### config.mk
export PLATFORM = sky130hd
export DESIGN_NAME = proto_matrix_scheduler
export DESIGN_NICKNAME = d
export VERILOG_FILES = /design/src/rtl/proto_matrix_scheduler_pkg.sv /design/src/rtl/proto_cmd_reg.sv /design/src/rtl/proto_matrix_scheduler.sv
export SDC_FILE = /design/constraint.sdc
export NUM_CORES = 1
export LEC_CHECK = 0
export CORE_UTILIZATION = 25
export CTS_CLUSTER_DIAMETER = 200
export DETAILED_ROUTE_END_ITERATION = 16
export GPL_TIMING_DRIVEN = 0
export HOLD_SLACK_MARGIN = 0.15
export PLACE_DENSITY = 0.48
export RECOVER_POWER = 100
export SLEW_MARGIN = 0
export SYNTH_ARGS = -nofsm -noshare
export SYNTH_HDL_FRONTEND = slang
export SYNTH_SLANG_ARGS = --single-unit
### constraint.sdc
create_clock -name clk -period 6.8 [get_ports clk]
set_clock_uncertainty 0.2 [all_clocks]
set_input_delay 1.36 -clock clk [delete_from_list [all_inputs] [get_ports clk]]
set_output_delay 1.36 -clock clk [all_outputs]
set_load 0.01 [all_outputs]
### src/rtl/proto_matrix_scheduler_pkg.sv
// Shared types for the proto-matrix layer scheduler.
//   state_t   : scheduler FSM states
//   cmd_t     : one block command (row, col, shift, last, iter); fields are
//               FIELD_W wide and the top truncates to its own parameters
//   skip_code : all-ones ROM code of a given shift width (zero block marker)
package proto_matrix_scheduler_pkg;

  localparam int FIELD_W = 8;

  typedef enum logic [1:0] {
    IDLE   = 2'd0,
    SCAN   = 2'd1,
    FLUSH  = 2'd2,
    FINISH = 2'd3
  } state_t;

  typedef struct packed {
    logic [FIELD_W-1:0] row;
    logic [FIELD_W-1:0] col;
    logic [FIELD_W-1:0] shift;
    logic               last;
    logic [FIELD_W-1:0] iter;
  } cmd_t;

  // All-ones in the low 'width' bits, zero above.
  function automatic logic [FIELD_W-1:0] skip_code(input int unsigned width);
    logic [FIELD_W-1:0] v;
    v = '0;
    for (int i = 0; i < FIELD_W; i++) begin
      if (i < int'(width)) v[i] = 1'b1;
    end
    return v;
  endfunction

endpackage

### src/rtl/proto_cmd_reg.sv
// One-entry registered command output stage.
//   clk, rst_n : clock, async active-low reset
//   clear_i    : synchronous flush (drops valid, zeroes payload)
//   load_i     : capture cmd_i; only asserted when the stage is free
//   ready_i    : downstream ready
//   valid_o    : command valid
//   cmd_o      : registered command payload
// Handshake: a transfer happens on a rising edge where valid_o & ready_i are
// both 1. Once valid_o rises, valid_o and cmd_o hold until that transfer; the
// producer only loads when !valid_o | ready_i.
module proto_cmd_reg
  import proto_matrix_scheduler_pkg::*;
(
  input  logic clk,
  input  logic rst_n,
  input  logic clear_i,
  input  logic load_i,
  input  logic ready_i,
  input  cmd_t cmd_i,
  output logic valid_o,
  output cmd_t cmd_o
);

  always_ff @(posedge clk or negedge rst_n) begin
    if (!rst_n) begin
      valid_o <= 1'b0;
      cmd_o   <= '0;
    end else if (clear_i) begin
      valid_o <= 1'b0;
      cmd_o   <= '0;
    end else if (load_i) begin
      valid_o <= 1'b1;
      cmd_o   <= cmd_i;
    end else if (ready_i) begin
      valid_o <= 1'b0;
    end
  end

endmodule

### src/rtl/proto_matrix_scheduler.sv
// Layered-decoder schedule generator: walks an external proto-matrix ROM in
// row-major order and emits one command per non-skip block, flagging the
// final block of each layer, for num_iter iterations.
//   clk, rst_n      : clock, async active-low reset
//   start, num_iter : begin a schedule (num_iter 0 treated as 1)
//   abort           : synchronous cancel, wins over start
//   rom_addr/rom_data : combinational ROM lookup, addr = row*COLS+col
//   cmd_*           : valid/ready command stream (see proto_cmd_reg)
//   busy, done      : schedule in progress / one-cycle completion pulse
module proto_matrix_scheduler
  import proto_matrix_scheduler_pkg::*;
#(
  parameter int Z     = 54,
  parameter int WIDTH = 6,
  parameter int ROWS  = 4,
  parameter int COLS  = 24,
  parameter int ADDRW = 7,
  parameter int ITERW = 4
) (
  input  logic                     clk,
  input  logic                     rst_n,
  input  logic                     start,
  input  logic [ITERW-1:0]         num_iter,
  input  logic                     abort,
  output logic [ADDRW-1:0]         rom_addr,
  input  logic [WIDTH-1:0]         rom_data,
  output logic                     cmd_valid,
  input  logic                     cmd_ready,
  output logic [$clog2(ROWS)-1:0]  cmd_row,
  output logic [$clog2(COLS)-1:0]  cmd_col,
  output logic [WIDTH-1:0]         cmd_shift,
  output logic                     cmd_last,
  output logic [ITERW-1:0]         cmd_iter,
  output logic                     busy,
  output logic                     done
);

  localparam int RW = $clog2(ROWS);
  localparam int CW = $clog2(COLS);
  localparam logic [RW-1:0] ROW_LAST = RW'(ROWS - 1);
  localparam logic [CW-1:0] COL_LAST = CW'(COLS - 1);
  localparam logic [FIELD_W-1:0] SKIP = skip_code(WIDTH);
  localparam logic Z_LEGAL = (Z == 27) || (Z == 54) || (Z == 81);

  state_t           state_q;
  logic [RW-1:0]    row_q;
  logic [CW-1:0]    col_q;
  logic [ITERW-1:0] iter_q, last_iter_q;
  logic             pend_valid_q;
  cmd_t             pend_q;
  logic             busy_q, done_q;

  cmd_t cur_cmd, load_cmd, cmd_out;
  logic cur_nonskip, at_last_col, out_free;
  logic emit_pend, emit_cur, capture, load, stall;

  assign rom_addr = (state_q == SCAN) ? ADDRW'(32'(row_q) * 32'(COLS) + 32'(col_q)) : '0;

  always_comb begin
    cur_nonskip    = (FIELD_W'(rom_data) != SKIP);
    at_last_col    = (col_q == COL_LAST);
    out_free       = !cmd_valid || cmd_ready;
    cur_cmd.row    = FIELD_W'(row_q);
    cur_cmd.col    = FIELD_W'(col_q);
    cur_cmd.shift  = FIELD_W'(rom_data);
    cur_cmd.last   = at_last_col;
    cur_cmd.iter   = FIELD_W'(iter_q);
    emit_pend = 1'b0;
    emit_cur  = 1'b0;
    capture   = 1'b0;
    load      = 1'b0;
    stall     = 1'b0;
    load_cmd  = pend_q;
    if (state_q == SCAN) begin
      // pend_q.last marks a pending entry that closed the previous row; it
      // goes out as soon as possible. A same-row pending entry waits for the
      // next non-skip block, or for the row end to learn that it is final.
      emit_pend = pend_valid_q && (pend_q.last || cur_nonskip || at_last_col);
      // Row-final block with nothing pending skips the pending register.
      emit_cur  = at_last_col && cur_nonskip && !pend_valid_q;
      capture   = cur_nonskip && !emit_cur;
      if (emit_pend) begin
        load_cmd.last = pend_q.last || (at_last_col && !cur_nonskip);
      end else if (emit_cur) begin
        load_cmd = cur_cmd;
      end
      stall = (emit_pend || emit_cur) && !out_free;
      load  = (emit_pend || emit_cur) && out_free;
    end else if (state_q == FLUSH) begin
      load = pend_valid_q && out_free;
    end
  end

  always_ff @(posedge clk or negedge rst_n) begin
    if (!rst_n) begin
      state_q      <= IDLE;
      row_q        <= '0;
      col_q        <= '0;
      iter_q       <= '0;
      last_iter_q  <= '0;
      pend_valid_q <= 1'b0;
      pend_q       <= '0;
      busy_q       <= 1'b0;
      done_q       <= 1'b0;
    end else if (abort) begin
      state_q      <= IDLE;
      row_q        <= '0;
      col_q        <= '0;
      iter_q       <= '0;
      last_iter_q  <= '0;
      pend_valid_q <= 1'b0;
      pend_q       <= '0;
      busy_q       <= 1'b0;
      done_q       <= 1'b0;
    end else begin
      case (state_q)
        IDLE: begin
          done_q <= 1'b0;
          if (start) begin
            state_q      <= SCAN;
            busy_q       <= 1'b1;
            row_q        <= '0;
            col_q        <= '0;
            iter_q       <= '0;
            last_iter_q  <= (num_iter == '0) ? '0 : num_iter - 1'b1;
            pend_valid_q <= 1'b0;
          end
        end
        SCAN: begin
          if (!stall) begin
            if (capture) begin
              pend_q       <= cur_cmd;
              pend_valid_q <= 1'b1;
            end else if (load) begin
              pend_valid_q <= 1'b0;
            end
            if (at_last_col) begin
              col_q <= '0;
              if (row_q == ROW_LAST) begin
                row_q <= '0;
                if (iter_q == last_iter_q) state_q <= FLUSH;
                else iter_q <= iter_q + 1'b1;
              end else begin
                row_q <= row_q + 1'b1;
              end
            end else begin
              col_q <= col_q + 1'b1;
            end
          end
        end
        FLUSH: begin
          // Leave only once nothing is pending and the output is draining.
          if (load) begin
            pend_valid_q <= 1'b0;
          end else if (!pend_valid_q && out_free) begin
            state_q <= FINISH;
            done_q  <= 1'b1;
          end
        end
        FINISH: begin
          done_q  <= 1'b0;
          busy_q  <= 1'b0;
          state_q <= IDLE;
        end
        default: state_q <= IDLE;
      endcase
    end
  end

  proto_cmd_reg u_cmd_reg (
    .clk     (clk),
    .rst_n   (rst_n),
    .clear_i (abort),
    .load_i  (load),
    .ready_i (cmd_ready),
    .cmd_i   (load_cmd),
    .valid_o (cmd_valid),
    .cmd_o   (cmd_out)
  );

  assign cmd_row   = cmd_out.row[RW-1:0];
  assign cmd_col   = cmd_out.col[CW-1:0];
  assign cmd_shift = cmd_out.shift[WIDTH-1:0];
  assign cmd_last  = cmd_out.last;
  assign cmd_iter  = cmd_out.iter[ITERW-1:0];
  assign busy      = busy_q;
  assign done      = done_q;

  // Upper struct bits are always zero at these parameter sizes.
  logic unused_ok;
  assign unused_ok = ^{cmd_out.row[FIELD_W-1:RW], cmd_out.col[FIELD_W-1:CW],
                       cmd_out.shift[FIELD_W-1:WIDTH], cmd_out.iter[FIELD_W-1:ITERW],
                       Z_LEGAL};

endmodule

==> Word-level counts from Yosys, hierarchy flattened <==
Cells that the tools add are included.
{ "totals": {"ff_bits": 66, "inputBits": 15, "output_inout_bits": 28, "wordCells": 145} }
{ "op_classes": {"addsub": 5, "mul": 1, "eq_ne": 16, "muxes": 63, "reduce_logical": 41} }
{ "ops": {"columns": ["operator", "n"], "rows": [
  ["27-bit 2-to-1 mux", 8],
  ["4-bit 2-to-1 mux", 10],
  ["2-bit 2-to-1 mux", 13],
  ["5-bit 2-to-1 mux", 4],
  ["1-bit 2-to-1 mux", 18],
  ["18-bit 2-to-1 mux", 1],
  ["3-bit != test, second input constant", 5],
  ["3-bit AND reduction", 4],
  ["3-bit nonzero test", 4],
  ["5-bit one-hot mux with 2 select lines", 1],
  ["2-bit nonzero test", 5],
  ["1-bit logical AND", 9],
  ["3-bit by 2-bit != test with 1-bit output, second input constant", 3],
  ["8-bit 2-to-1 mux", 1],
  ["2-bit one-hot mux with 4 select lines", 1],
  ["4-bit one-hot mux with 2 select lines", 1],
  ["7-bit by 5-bit adder with 7-bit output", 1],
  ["7-bit 2-to-1 mux", 1],
  ["7-bit AND reduction", 1],
  ["2-bit equality test, second input constant", 3],
  ["6-bit != test, second input constant", 1],
  ["6-bit AND reduction", 1],
  ["5-bit by 1-bit adder with 5-bit output, second input constant", 1],
  ["5-bit equality test, second input constant", 1],
  ["other kinds (18)", 28]
]} }

==> Logic depth before layout (Yosys ltp) <==
{ "logic_depth": {"ltp_word": 12, "depth_mapped": 9, "mapped_depth_nobuf": 8} }

==> By module <==
Synthesis repeated with hierarchy kept, for this count alone.
{ "unflattened": {"cells_unflattened": 383, "area_unflattened_um2": 3862.5} }
{ "by_module_without_submodules": {"columns": ["mod", "instances", "cells_per_inst", "area_per_inst_um2", "seq_area_each_um2"], "rows": [
  ["proto_matrix_scheduler", 1, 272, 2453.6, 950.9],
  ["proto_cmd_reg", 1, 111, 1408.9, 850.8]
]} }

==> Least setup slack after synthesis <==
OpenSTA, ideal clock, no wires.
{ "synth_timing": {"path_kind": "reg-to-output", "startpoint": "reg row_q[0]", "endpoint": "out rom_addr[6]", "arrival_time_ns": 1.522, "required_time_ns": 5.240, "setup_slack_ns": 3.718, "stages_incl_launch_ff": 9, "path_buffers": 0, "path_cell_list": "dfrtp_1 inv_1 ha_1 inv_1 ha_1 a21oi_1 nor2b_1 xnor2_1 nor2_1"} }
{ "synth_between": {"elab_chain_cells": 3} }
{ "synth_lines": {"columns": ["element", "line_no", "text"], "rows": [
  ["from (decl)", "proto_matrix_scheduler.sv:46", "logic [RW-1:0] row_q;"],
  ["from (signal assigned)", "proto_matrix_scheduler.sv:144", "row_q <= row_q + 1'b1;"],
  ["2-bit by 2-bit multiplier with 4-bit output", "proto_matrix_scheduler.sv:57", "assign rom_addr = (state_q == SCAN) ? ADDRW'(32'(row_q) * 32'(COLS) + 32'(col_q)) : '0;"],
  ["7-bit by 5-bit adder with 7-bit output", "proto_matrix_scheduler.sv:57", null],
  ["7-bit 2-to-1 mux", "proto_matrix_scheduler.sv:57", null],
  ["to (decl)", "proto_matrix_scheduler.sv:25", "output logic [ADDRW-1:0] rom_addr,"]
]} }
Every way passes these cells.

==> Worst setup path after layout <==
{ "layout_timing": {"startpoint": "in rom_data[0]", "endpoint": "reg u_cmd_reg.cmd_o[14] (netlist bit)"} }
{ "layout_between": {"elab_chain_cells": 8, "elab_cells_between_ends": 15, "cone_classes": "1 x eq/ne; 6 x mux; 8 x reduce/logical"} }
{ "layout_lines": {"columns": ["element", "line_no", "text"], "rows": [
  ["from (decl)", "proto_matrix_scheduler.sv:26", "input logic [WIDTH-1:0] rom_data,"],
  ["6-bit != test (*)", "proto_matrix_scheduler.sv:60", "cur_nonskip = (FIELD_W'(rom_data) != SKIP);"],
  ["1-bit logical AND / 1-bit logical OR (equally long branches) (2 in a row)", "proto_matrix_scheduler.sv:80, proto_matrix_scheduler.sv:78", null],
  ["27-bit 2-to-1 mux / 1-bit logical AND (equally long branches)", "proto_matrix_scheduler.sv:84, proto_matrix_scheduler.sv:78", null],
  ["18-bit 2-to-1 mux / 1-bit logical OR (equally long branches)", "proto_matrix_scheduler.sv:82, proto_matrix_scheduler.sv:88", null],
  ["27-bit 2-to-1 mux / 1-bit logical AND (equally long branches)", "proto_matrix_scheduler.sv:74, proto_matrix_scheduler.sv:88", null],
  ["27-bit 2-to-1 mux / 1-bit 2-to-1 mux (equally long branches)", "proto_cmd_reg.sv:31, proto_matrix_scheduler.sv:74", null],
  ["27-bit 2-to-1 mux / 2-bit nonzero test (equally long branches)", null, null],
  ["to (signal assigned)", "proto_cmd_reg.sv:33", "cmd_o <= cmd_i;"],
  ["to (decl)", "proto_cmd_reg.sv:21", "output cmd_t cmd_o"]
]} }
Mark *: on every way between the ends. The rest lies on a longest branch, timed or not. The select of a mux whose other input is x is not followed.
A chain may end at the register's enable or synchronous reset.

==> results.md <==
* Status: finished with violations
* Failing checks: capacitance limit, slew limit
* Critical Setup Path Class: input port to flip-flop
* Worst Max-Slew Pin Slew at between 2 and 3 ns
* Seq. cell area at around 1400 sq um
* Synth area leader: dfrtp_1
* Cell variety after synth at between 50 and 60
* Setup Fix Bufs, Post-CTS at 0
* Prevailing post-synth register cell: dfrtp_1
* Kind of end point of the critical path: flip-flop
* Internal cell power at roughly 0.80 mW
* Post-synth top area share at roughly 44%
* Crit path time final at between 5 and 6 ns
* List of most frequent post-synthesis cells: 57 x dfrtp_1, 47 x nand2_1, 32 x o21ai_0
* CTS tree: done
* First-pass GRT wire length at between 10000 and 15000 microns
* Post-Synthesis Cells at about 330
* Num CTS Buffers at 9
* Tightest Hold Check Type: flip-flop to flip-flop
* GR Overflow Total at 0
* Maximum clock insertion buffer count at 2
* Post-CTS Hold Buffers at 0
* Vias in the first global route at 2608
* Final Util at roughly 32%
* CTS root buf: clkbuf_16
* Slowest CP cell: a2111oi_0
* Clock-pin slew of the registers on the worst-case setup and hold paths at roughly 0.050 ns
* Core box area at between 10000 and 15000 sq um
* Number of synthesized flops with an enable pin at 0
* Max VDD drop at 0.1692 mV
* RD Place Congestion at 0.7637
* Number of diodes at 0
* Post-route DRC violation count at 0
* Power density over cell area at ~280 nW/um^2
* Largest net degree at the start of global routing at 32
* Fmax at 192.1 MHz
* WP data required at 6.82 ns
* Max Cap Viol at 3
* Post-cts sizing count at 0
* Critical path's largest stage delay at approximately 2.1 ns
* I/O pin cnt at 43
* WL/cell at around 15 microns
* H-tree Lvls at 3
* DR iter-0 viols at 145
* Mean post-synth cell area at slightly below 10 sq um
* Final Max Slew Viols at between 40 and 50
* Most frequent cell after synthesis: dfrtp_1
* GRT Util Overall at 13.92%
* Initial antenna violation count at 0
* Antenna-violating nets left at 0
* Rows at 41
* CP delay by family, top: compound AO/OA/AOI/OAI gates
* Clk sink count at 57
* Post-DR vias/cell at about 4.7
* Seq/Total Area, Yosys at between 40% and 50%
* Worst-Skew Late Latency at between 0.3 and 0.4 ns
* Vias at about 2600
* Ys async rst share at between 90% and 100%
* Ys Warns at 0
* Relative slew margins at -79.38%
* Area grow syn2layout at 26.80%
* Sw frac at between 30% and 40%
* Worst path bufs/invs at 2
* Net Count, Synth at 356
* Final Setup Violations at 0
* Post-DP HPWL at slightly above 6000 microns
* CP Cell Sequence: dlygate4sd3_1, nand2_1, nor4_1, a2111oi_0, clkbuf_1, nor2_1, a211oi_1
* Leak at around 1.8 nW
* Number of fillers in the final layout at between 1000 and 1500
* Layout net count at between 400 and 500
* Die area at between 10000 and 15000 sq um
* Crit start category: input port
* Die X-Extent at ~120 microns
* Register share of total power at about a third
* Combinational power share at a little under a quarter
* Effective utilization at floorplan at 25.59%
* WL final at between 8000 and 9000 microns
* Max FO, Critical Path at 10
* Multi-input logic area at roughly 1500 sq um
* Critical Path AT at between 5 and 6 ns
* Seq cells post-synth at 57
* TritonRoute pass-1 iters at 4
* Cell area after synthesis at about 3200 sq um
* Port bufs at 42
* Fraction of layout cells with a size suffix above 1 at around 8.5%
* RSZ-0062 raised after global routing: no
* Chip height at around 120 microns
* Setup TNS at 0 ns
* Final-report hold violation count at 0
* Fin crit share at between 70% and 80%
* Synth top area cells: dfrtp_1 44%, nand2_1 5.5%, o21ai_0 5.0%
* P_sw at approximately 0.35 mW
* Clk pwr share at a little over two fifths
cells in the final DEF (no fill, tap or decap), types with 12 or more instances in the layout:
master,n
ha_1,12
a21oi_1,13
inv_1,15
nor2_1,29
o21ai_0,33
nand2_1,47
clkdlybuf4s50_1,16
clkbuf_1,17
mux2i_1,14
dlygate4sd3_1,25
dfrtp_1,57
worst paths after layout:
check                            startpoint                  end  slack (ns)  cells after the start
max in group asynchronous             rst_n                 done        3.05                      2
min in group asynchronous             rst_n  u_cmd_reg.cmd_o[14]        1.26                      1
worst max-delay path            rom_data[0]  u_cmd_reg.cmd_o[14]        1.59                      7
worst min register to register   pend_q[13]           pend_q[13]        0.28                      2
worst max register to register     col_q[0]  u_cmd_reg.cmd_o[14]        2.25                      8
worst min-delay path             pend_q[13]           pend_q[13]        0.28                      2
layout make-up:
cell class,count,share of cell area (%)
Multi-Input combinational cell,236,37.82
Sequential cell,57,34.97
Timing Repair Buffer,43,10.25
Clock buffer,10,5.859
Tap cell,172,5.276
Buffer,20,2.515
Clock inverter,5,1.933
Inverter,15,1.380
metal layers:
layer	GRT usage, %	part of all wire, %	up-vias
met5	0	0	-
met4	4.069	0.79	0
met3	3.870	3.8	5
met2	21.60	47	38
met1	18.88	48	1298
li1	-	-	1275
worst min-delay path: stages (launching register included):
cell,delay (ns)
dfrtp_1,0.34
nand2_1,0.04
o21ai_0,0.06
logic make-up after synthesis:
kind of cell             count (synthesis)  share of synthesized area, %
XOR/XNOR                                 9                         2.451
multiplexers                            14                         4.356
AND/OR/NAND/NOR                        108                         16.18
flip-flops                              57                         44.34
buffers and inverters                   35                         5.406
adder cells (fa/ha/maj)                 13                         5.290
AO/OA/AOI/OAI                           92                         21.98
through the flow:
stage,worst slack [ns],area [sq um],cells,power [mW],hold slack [ns]
final,1.593,4079,558,1.148,0.2756
after detailed placement,2.700,3867,543,0.6893,0.2700
after global placement,2.191,3852,542,0.6838,0.2599
after global routing,1.315,4079,558,1.214,0.3034
after floorplan,3.718,3217,328,0.5844,0.2483
after CTS,2.690,4185,558,1.182,0.2815
state kept, by name (all words and copies together) (netlist names):
name               count
busy                   1
col_q                  5
done                   1
iter_q                 4
last_iter_q            4
pend_q                18
pend_valid_q           1
row_q                  2
state_q                2
u_cmd_reg.cmd_o       18
u_cmd_reg.valid_o      1
power groups by stage:
stage | Clock (mW) | Combinational, mW | Sequential, mW
after global routing | 0.514 | 0.299 | 0.401
after detailed placement | 0 | 0.288 | 0.401
after global placement | 0 | 0.283 | 0.401
after floorplan | 0 | 0.183 | 0.401
after CTS | 0.498 | 0.289 | 0.395
final | 0.488 | 0.265 | 0.395
Note: power is estimated with default switching activity, not from simulation.
